[src/rtl/usr_pkg.sv]
// Shared definitions for the universal shift register: mode codes, burst FSM states
// and the burst-mode classifier.
package usr_pkg;

    localparam logic [2:0] USR_HOLD = 3'd0;
    localparam logic [2:0] USR_SHR  = 3'd1;
    localparam logic [2:0] USR_SHL  = 3'd2;
    localparam logic [2:0] USR_LOAD = 3'd3;
    localparam logic [2:0] USR_ROR  = 3'd4;
    localparam logic [2:0] USR_ROL  = 3'd5;
    localparam logic [2:0] USR_ASR  = 3'd6;
    localparam logic [2:0] USR_CLR  = 3'd7;

    typedef enum logic [0:0] {
        USR_IDLE = 1'b0,
        USR_BUSY = 1'b1
    } usr_state_e;

    function automatic logic is_burst_mode(input logic [2:0] mode);
        logic burst_s;
        case (mode)
            USR_SHR, USR_SHL, USR_ROR, USR_ROL, USR_ASR: burst_s = 1'b1;
            default:                                     burst_s = 1'b0;
        endcase
        return burst_s;
    endfunction

endpackage

[src/rtl/usr_burst_ctrl.sv]
// Burst sequencer: IDLE/BUSY FSM with a remaining-shift down-counter. Produces the
// mode applied on each edge, a shift enable, and the busy/done handshake.
module usr_burst_ctrl
    import usr_pkg::*;
#(
    parameter int CNT_W = 4
) (
    input  logic             clk,
    input  logic             rst,
    input  logic             start,
    input  logic [2:0]       mode,
    input  logic [CNT_W-1:0] shift_cnt,
    output logic             busy,
    output logic             done,
    output logic             shift_en,
    output logic [2:0]       eff_mode
);

    localparam logic [CNT_W-1:0] CNT_ONE = {{(CNT_W-1){1'b0}}, 1'b1};
    localparam logic [CNT_W-1:0] CNT_ZERO = {CNT_W{1'b0}};

    usr_state_e       state_q, state_d;
    logic [CNT_W-1:0] cnt_q, cnt_d;
    logic [2:0]       mode_q, mode_d;
    logic             done_q, done_d;

    // Next-state, counter and per-edge operation selection.
    always_comb begin
        state_d  = state_q;
        cnt_d    = cnt_q;
        mode_d   = mode_q;
        done_d   = 1'b0;
        shift_en = 1'b1;
        eff_mode = mode;
        case (state_q)
            USR_IDLE: begin
                if (start && is_burst_mode(mode)) begin
                    mode_d = mode;
                    if (shift_cnt == CNT_ZERO) begin
                        // Zero-length burst: register held, completion still reported.
                        shift_en = 1'b0;
                        done_d   = 1'b1;
                    end else if (shift_cnt == CNT_ONE) begin
                        done_d = 1'b1;
                    end else begin
                        state_d = USR_BUSY;
                        cnt_d   = shift_cnt - CNT_ONE;
                    end
                end else begin
                    cnt_d = cnt_q;
                end
            end
            USR_BUSY: begin
                eff_mode = mode_q;
                cnt_d    = cnt_q - CNT_ONE;
                if (cnt_q == CNT_ONE) begin
                    state_d = USR_IDLE;
                    done_d  = 1'b1;
                end else begin
                    state_d = USR_BUSY;
                end
            end
            default: begin
                state_d  = USR_IDLE;
                cnt_d    = CNT_ZERO;
                shift_en = 1'b0;
            end
        endcase
    end

    // FSM, count, latched mode and done registers.
    always_ff @(posedge clk) begin
        if (rst) begin
            state_q <= USR_IDLE;
            cnt_q   <= CNT_ZERO;
            mode_q  <= USR_HOLD;
            done_q  <= 1'b0;
        end else begin
            state_q <= state_d;
            cnt_q   <= cnt_d;
            mode_q  <= mode_d;
            done_q  <= done_d;
        end
    end

    assign busy = (state_q == USR_BUSY);
    assign done = done_q;

endmodule

[src/rtl/param_universal_shift_reg.sv]
// Universal shift register with burst engine. Defining USR_PARITY_EN adds a registered
// parity_out that tracks the XOR reduction of data_out.
module param_universal_shift_reg
    import usr_pkg::*;
#(
    parameter int WIDTH = 8,
    parameter int CNT_W = 4
) (
    input  logic             clk,
    input  logic             rst,
    input  logic [2:0]       mode,
    input  logic             start,
    input  logic [CNT_W-1:0] shift_cnt,
    input  logic [WIDTH-1:0] data_in,
    input  logic             msb_in,
    input  logic             lsb_in,
    output logic [WIDTH-1:0] data_out,
`ifdef USR_PARITY_EN
    output logic             parity_out,
`endif
    output logic             msb_out,
    output logic             lsb_out,
    output logic             busy,
    output logic             done
);

    logic [WIDTH-1:0] data_q, data_d;
    logic             shift_en_s;
    logic [2:0]       eff_mode_s;

    usr_burst_ctrl #(.CNT_W(CNT_W)) u_ctrl (
        .clk       (clk),
        .rst       (rst),
        .start     (start),
        .mode      (mode),
        .shift_cnt (shift_cnt),
        .busy      (busy),
        .done      (done),
        .shift_en  (shift_en_s),
        .eff_mode  (eff_mode_s)
    );

    // Next-value multiplexer over the eight operations.
    always_comb begin
        data_d = data_q;
        if (shift_en_s) begin
            case (eff_mode_s)
                USR_HOLD: data_d = data_q;
                USR_SHR:  data_d = {msb_in, data_q[WIDTH-1:1]};
                USR_SHL:  data_d = {data_q[WIDTH-2:0], lsb_in};
                USR_LOAD: data_d = data_in;
                USR_ROR:  data_d = {data_q[0], data_q[WIDTH-1:1]};
                USR_ROL:  data_d = {data_q[WIDTH-2:0], data_q[WIDTH-1]};
                USR_ASR:  data_d = {data_q[WIDTH-1], data_q[WIDTH-1:1]};
                USR_CLR:  data_d = {WIDTH{1'b0}};
                default:  data_d = data_q;
            endcase
        end else begin
            data_d = data_q;
        end
    end

    // Data register.
    always_ff @(posedge clk) begin
        if (rst) begin
            data_q <= {WIDTH{1'b0}};
        end else begin
            data_q <= data_d;
        end
    end

`ifdef USR_PARITY_EN
    logic parity_q;

    // Parity is computed from the value being written so it never lags data_out.
    always_ff @(posedge clk) begin
        if (rst) begin
            parity_q <= 1'b0;
        end else begin
            parity_q <= ^data_d;
        end
    end

    assign parity_out = parity_q;
`endif

    assign data_out = data_q;
    assign msb_out  = data_q[WIDTH-1];
    assign lsb_out  = data_q[0];

endmodule
[config.mk]
export PLATFORM = sky130hd
export DESIGN_NAME = param_universal_shift_reg
export DESIGN_NICKNAME = d
export VERILOG_FILES = /design/src/rtl/usr_pkg.sv /design/src/rtl/usr_burst_ctrl.sv /design/src/rtl/param_universal_shift_reg.sv
export SDC_FILE = /design/constraint.sdc
export NUM_CORES = 1
export LEC_CHECK = 0
export ABC_CLOCK_PERIOD_IN_PS = 2700
export CORE_AREA = 2 2 58 60
export DETAILED_ROUTE_END_ITERATION = 7
export DIE_AREA = 0 0 60 62
export PLACE_DENSITY = 0.67
export RECOVER_POWER = 50
export SYNTH_ARGS = -nofsm -noshare
export SYNTH_HDL_FRONTEND = slang
export SYNTH_SLANG_ARGS = --single-unit
[constraint.sdc]
create_clock -name clk -period 2.7 [get_ports clk]
set_input_delay 0.81 -clock clk [delete_from_list [all_inputs] [get_ports clk]]
set_output_delay 0.81 -clock clk [all_outputs]
set_load 0.05 [all_outputs]
==> impl_metrics.py, run 1 <==
metrics = {
    "outcome": {
        "outcome": "finished, final reports clean",
    },
    "floorplanning": {
        "die_area_um2": 3720,
        "die-height_um": 62,
        "fp.dieW_um": 60,
        "io_pins": 32,
        "floorplan.initialDensity": 0.377,
        "core.rowCount": 21,
        "design.core.area_um2": 3180,
    },
    "cells_and_area": {
        "post_route_cells_drive_above_1_share": 0.126,
        "instances_no_fill": 213,
        "n_antenna_cell": 0,
        "layout_overhead_on_the_synthesized_area_pct": 30.1,
        "final_core_utilization": 0.491,
        "finalNetCount": 193,
    },
    "clocking": {
        "clock-root-buffer": "clkbuf_4",
        "cts_made_buffers": 3,
        "cts.repair_timing.setup_buffer_count": 0,
        "max-clock-path-buffers": 2,
        "h-tree-depth": 1,
        "number_of_buffers_inserted_by_hold_repair_at_cts": 0,
        "cts_num_sinks": 17,
        "clock_tree_from_tritoncts": "yes",
        "clkLatencyLatePin_ps": 290,
        "clk_pin_slew_ps": 110,
        "cts.repair.resized": 0,
    },
    "setup_path": {
        "path_class": "input port to flop",
        "critical_register_to_register_path_startpoint": "u_ctrl.busy$_SDFF_PP0_",
        "endpoint_of_the_worst_slack_reg_to_reg_timing_path": "data_out[5]$_SDFFE_PP0P_",
        "ff2ff_path_depth": 6,
        "regToRegSetupSlack_ps": 680,
        "required_time_at_the_worst_slack_endpoint_ps": 2890,
        "critPathArrivalTime_ps": 2630,
        "start_kind": "input port",
        "critPathCaptureType": "flop",
        "cp_max_fo": 14,
    },
    "synthesis": {
        "synth_enable_flop_cells": 0,
        "yosysTopAreaCellShare": 0.284,
        "synth.most_common_cell": "dfxtp_1",
        "syn_avg_cell_area_um2": 8.82,
        "ys_seq_area_frac": 0.284,
        "post-synth-top-area-cell": "dfxtp_1",
        "postSynth.asyncResetShare": 0,
        "synth_fp_nets": 161,
        "synthCells": 136,
        "syn_area_um2": 1200,
        "synth_common_cells": "17 x dfxtp_1, 15 x nor2_1, 8 x a211oi_1, 8 x nor3_1",
        "synthesis_stage_register_bit_count": 17,
        "ys.warnings.count": 0,
        "synth.lib_cells_used.distinct": 41,
        "synthTopCellsByArea": "dfxtp_1 28%, ha_1 5.2%, a222oi_1 5.0%",
        "synth_flop_cell": "dfxtp_1",
    },
    "grt": {
        "pin_count_of_the_biggest_net_entering_global_routing": 19,
        "globalRouteOverflowTotal": 0,
        "first_global_vias": 1069,
        "track_usage": 0.163,
        "antenna_found_initial": 0,
        "grt_pass1_wl_um": 4700,
    },
    "timing": {
        "timing_hold_violations_final": 0,
        "finalCriticalPeriod_ps": 2440,
        "setup_viol_count_final": 0,
        "maxClockFrequency_mhz": 409,
        "hold-worst-slack_ps": 511,
        "relSlewSlack": 0.529,
        "rsz0062_at_grt": "no",
        "number_of_pins_exceeding_their_max_slew_limit_in_the_final_report": 0,
        "min_period_over_period": 0.905,
        "final.setup_skew_ps": 1.85,
        "worst_pin_slew_ps": 704,
        "setup-tns-final_ps": 0,
    },
    "routing": {
        "highest_layer": "met4",
        "routed-wl-met3_um": 81,
        "post_drt_via_cell_ratio": 5.39,
        "num_vias": 1148,
        "drtIter0Drc": 98,
        "drcViolationCount": 0,
        "routed_wire_length_um": 2820,
        "routedLengthMet1_um": 1230,
        "routed_wl_per_cell_um": 13.2,
        "route.antenna.remaining_nets": 0,
        "met2RoutedLength_um": 1470,
        "firstDrtPassIters": 4,
    },
    "place": {
        "io_buffer_count": 31,
        "post-place-cells": 209,
        "gp_congestion": 0.853,
        "post-dp-hpwl_um": 2160,
    },
    "min_path": {
        "worstHoldPathCells": 2,
        "holdCritPathClass": "flop to flop",
        "hp-start": "u_ctrl.cnt_q[1]$_SDFFE_PP0P_",
        "worst_hold_path.endpoint": "u_ctrl.cnt_q[1]$_SDFFE_PP0P_",
    },
    "job": {
        "maxCapViolations": 0,
    },
    "power": {
        "p_per_area_nw_per_um2": 496,
        "worst_ir_drop_vdd_v": 0.000187,
        "power_leakage_nw": 0.565,
    },
}
-- power by group --
part	switching [W]	total (W)	internal (W)
clock	0.0000868	0.000142	0.0000550
combinational	0.000182	0.000320	0.000138
sequential	0.0000356	0.000313	0.000278
-- per-layer routing --
metal	vias to the layer above	global-route usage
li1	571	-
met1	549	0.201
met2	24	0.290
met3	4	0.0290
met4	0	0.0508
met5	-	0
-- flip-flops by register name, summed over array words and instances, names as in the netlist --
signal,flops
u_ctrl.done,1
u_ctrl.cnt_q,4
u_ctrl.mode_q,3
data_out,8
u_ctrl.busy,1
-- how the worst max path moves through the flow --
stage	start	to	slack (ps)	cells after the start
detailed placement	mode[0]	data_out[4]$_SDFFE_PP0P_	30	6
global placement	mode[0]	data_out[3]$_SDFFE_PP0P_	110	6
floorplan	mode[0]	data_out[1]$_SDFFE_PP0P_	690	7
finish	mode[0]	data_out[5]$_SDFFE_PP0P_	260	6
global route	mode[0]	data_out[4]$_SDFFE_PP0P_	100	6
CTS	data_out[0]$_SDFFE_PP0P_	lsb_out	290	1
-- critical path, stage by stage --
cell           delay (ps)
dlygate4sd3_1         650
nor3_2                300
nor3b_4               130
a32oi_4               400
nor2_1                 80
a211oi_1              250
-- stage by stage --
stage | total power [W] | worst slack, ps | instance area [um2]
5_1_grt | 0.000821 | 96.0 | 1560
4_1_cts | 0.000786 | 293 | 1570
6_report | 0.000774 | 256 | 1560
3_5_place_dp | 0.000643 | 28.8 | 1540
3_3_place_gp | 0.000636 | 112 | 1540
2_1_floorplan | 0.000545 | 691 | 1200
-- placed cells by master (no fill, tap or decap), types with 2 or more instances in the layout --
cell type	Yosys	layout
o21ai_2	2	2
nor2b_1	2	2
xnor2_1	4	4
clkbuf_4	0	3
ha_1	5	5
nor3b_1	2	2
inv_1	6	6
a222oi_1	6	6
mux2i_2	2	2
mux2i_1	6	6
a21oi_1	7	7
clkbuf_1	2	2
buf_4	3	4
o21ai_1	3	2
nor2_1	15	15
o32ai_1	2	2
nand3_1	2	2
nand3b_1	2	2
clkdlybuf4s50_1	0	26
nor3_1	8	8
a211oi_1	8	8
a31oi_1	2	2
o21ai_0	2	3
nand2b_1	3	3
nand2_1	7	7
dfxtp_1	17	17
dlygate4sd3_1	0	4
-- cell families (layout without fill, tap and decap cells) --
logic type | Yosys count | count (layout) | share of synthesized area
AND/OR/NAND/NOR | 49 | 49 | 0.225
buffers and inverters | 15 | 46 | 0.0699
XOR/XNOR | 4 | 4 | 0.0292
flip-flops | 17 | 17 | 0.284
multiplexers | 11 | 11 | 0.114
adder cells (fa/ha/maj) | 5 | 5 | 0.0521
AO/OA/AOI/OAI | 35 | 35 | 0.226
-- final cells by class --
type,count,area [um2]
Timing Repair Buffer,36,338
Inverter,6,22.5
Tap cell,46,57.6
Sequential cell,17,340
Clock inverter,1,5.00
Multi-Input combinational cell,104,776
Clock buffer,3,22.5
Fill cell,305,1620
Power figures use the tool's default switching activity.
==> inputs of run 2 (changes only) <==
--- a/config.mk
+++ b/config.mk
@@ -9,8 +9,10 @@
 export CORE_AREA = 2 2 58 60
 export DETAILED_ROUTE_END_ITERATION = 7
 export DIE_AREA = 0 0 60 62
+export GPL_TIMING_DRIVEN = 0
 export PLACE_DENSITY = 0.67
 export RECOVER_POWER = 50
 export SYNTH_ARGS = -nofsm -noshare
 export SYNTH_HDL_FRONTEND = slang
 export SYNTH_SLANG_ARGS = --single-unit
+export TNS_END_PERCENT = 50
==> run 2 against run 1 <==
Clock power hardly changed; worst setup slack lost 30 ps; clock-buffer cell count up 1; sequential power shrank 1%; critical path depth is 4 lower; global-route usage rose by 0.63 points; hold slack improved by 5.8 ps; final area is 0.16% higher; combinational power rose by 2%; non-clock buffer count up 1; critical endpoint is now data_out[0].
==> impl_metrics.py, run 2 (same netlist as run 1, synthesis figures left out) <==
metrics = {
    "outcome": {
        "outcome": "finished, final reports clean",
    },
    "routing": {
        "num_vias": 1157,
        "routed_wire_length_um": 2860,
        "firstDrtPassIters": 4,
        "routed_wl_per_cell_um": 13.4,
        "drcViolationCount": 0,
        "post_drt_via_cell_ratio": 5.41,
        "drtIter0Drc": 59,
        "route.antenna.remaining_nets": 0,
    },
    "cells_and_area": {
        "finalNetCount": 194,
        "footprint_of_the_flip_flops_and_latches_um2": 340,
        "post_route_cells_drive_above_1_share": 0.131,
        "fillers": 322,
        "flip_flop_count_of_the_largest_register_after_layout": 8,
        "n_antenna_cell": 0,
        "most-common-layout-cells": "17 x dfxtp_1, 17 x clkdlybuf4s50_1, 15 x nor2_1",
        "layout_overhead_on_the_synthesized_area_pct": 30.3,
        "multiInputGateArea_um2": 776,
    },
    "power": {
        "clkPwrFrac": 0.181,
        "p_per_area_nw_per_um2": 497,
        "power_leakage_nw": 0.581,
        "p_comb_frac": 0.422,
        "power.internal_w": 0.000475,
        "power.net_switching_w": 0.000302,
        "netSwitchingFraction": 0.389,
        "power_share_of_the_sequential_group": 0.397,
        "power.total_w": 0.000777,
        "worst_ir_drop_vdd_v": 0.000188,
    },
    "grt": {
        "globalRouteOverflowTotal": 0,
        "first_global_vias": 1095,
        "track_usage": 0.170,
        "antenna_found_initial": 0,
        "grt_pass1_wl_um": 4730,
        "pin_count_of_the_biggest_net_entering_global_routing": 11,
    },
    "floorplanning": {
        "design.core.area_um2": 3180,
        "floorplan.initialDensity": 0.377,
        "die-height_um": 62,
        "die_area_um2": 3720,
        "core.rowCount": 21,
        "fp.dieW_um": 60,
        "io_pins": 32,
    },
    "setup_path": {
        "cp_max_fo": 6,
        "start_kind": "flop",
        "path_class": "flop to output pin",
        "critPathCaptureType": "output pin",
        "critPathArrivalTime_ps": 1660,
        "required_time_at_the_worst_slack_endpoint_ps": 1890,
    },
    "timing": {
        "min_period_over_period": 0.916,
        "setup-tns-final_ps": 0,
        "worst_pin_slew_ps": 518,
        "final.setup_skew_ps": 3.01,
        "fin_ws_ps": 226,
        "setup_viol_count_final": 0,
        "rsz0062_at_grt": "no",
        "maxClockFrequency_mhz": 404,
        "timing_hold_violations_final": 0,
        "relSlewSlack": 0.653,
        "finalCriticalPeriod_ps": 2470,
        "number_of_pins_exceeding_their_max_slew_limit_in_the_final_report": 0,
    },
    "job": {
        "maxCapViolations": 0,
    },
    "place": {
        "worst_setup_slack_after_placement_ps": 42.9,
        "io_buffer_count": 28,
        "gp_congestion": 0.840,
        "post-dp-hpwl_um": 2210,
    },
    "clocking": {
        "cts_made_buffers": 3,
        "clock-root-buffer": "clkbuf_4",
        "cts.repair_timing.setup_buffer_count": 0,
        "clkLatencyLatePin_ps": 300,
        "clock_tree_from_tritoncts": "yes",
        "max-clock-path-buffers": 2,
        "cts.repair.resized": 0,
        "h-tree-depth": 1,
        "cts_num_sinks": 17,
        "number_of_buffers_inserted_by_hold_repair_at_cts": 0,
        "clk_pin_slew_ps": 100,
    },
    "min_path": {
        "holdCritPathClass": "flop to flop",
    },
}
[run 2: area by class of cell]
type | instances | area share
multi-input cells | 104 | 0.496
flip-flops and latches | 17 | 0.218
repair buffers | 28 | 0.179
plain buffers | 9 | 0.0392
well taps | 46 | 0.0368
clock buffers | 4 | 0.0168
inverters | 6 | 0.0144
[run 2: power groups by stage]
stage	registers [W]	clock network [W]	logic [W]
global placement	0.000313	0	0.000327
floorplan	0.000364	0	0.000181
CTS	0.000309	0.000143	0.000334
global route	0.000313	0.000150	0.000357
detailed placement	0.000315	0	0.000333
finish	0.000309	0.000141	0.000328
[run 2: metrics by stage]
step,hold slack (ps),util,std cells,instance area (um2)
final,517,0.492,214,1560
after floorplan,468,-,136,1200
after CTS,512,0.492,214,1560
after global placement,489,0.484,210,1540
after global routing,549,0.492,214,1560
after detailed placement,494,0.484,210,1540
[run 2: path summary, 6_finish.rpt]
| check | endpoint | slack, ps | cells past startpoint | from |
|---|---|---|---|---|
| worst max-delay path | data_out[0] | 230 | 2 | data_out[0]$_SDFFE_PP0P_ |
| worst min-delay path | u_ctrl.cnt_q[1]$_SDFFE_PP0P_ | 520 | 2 | u_ctrl.cnt_q[1]$_SDFFE_PP0P_ |
| worst max register to register | data_out[4]$_SDFFE_PP0P_ | 860 | 6 | u_ctrl.busy$_SDFF_PP0_ |
| worst min register to register | u_ctrl.cnt_q[1]$_SDFFE_PP0P_ | 520 | 2 | u_ctrl.cnt_q[1]$_SDFFE_PP0P_ |
[run 2: layer usage]
metal | part of all wire | GRT usage | vias up | routed length, um
met4 | 0.026 | 0.0825 | 0 | 74
met5 | 0 | 0 | - | 0
met2 | 0.48 | 0.289 | 34 | 1390
met3 | 0.043 | 0.0248 | 7 | 122
li1 | - | - | 572 | -
met1 | 0.45 | 0.211 | 544 | 1280
[run 2: critical path, stage by stage (launching register included)]
cell	delay, ps
dfxtp_1	440
buf_4	140
clkdlybuf4s50_1	780
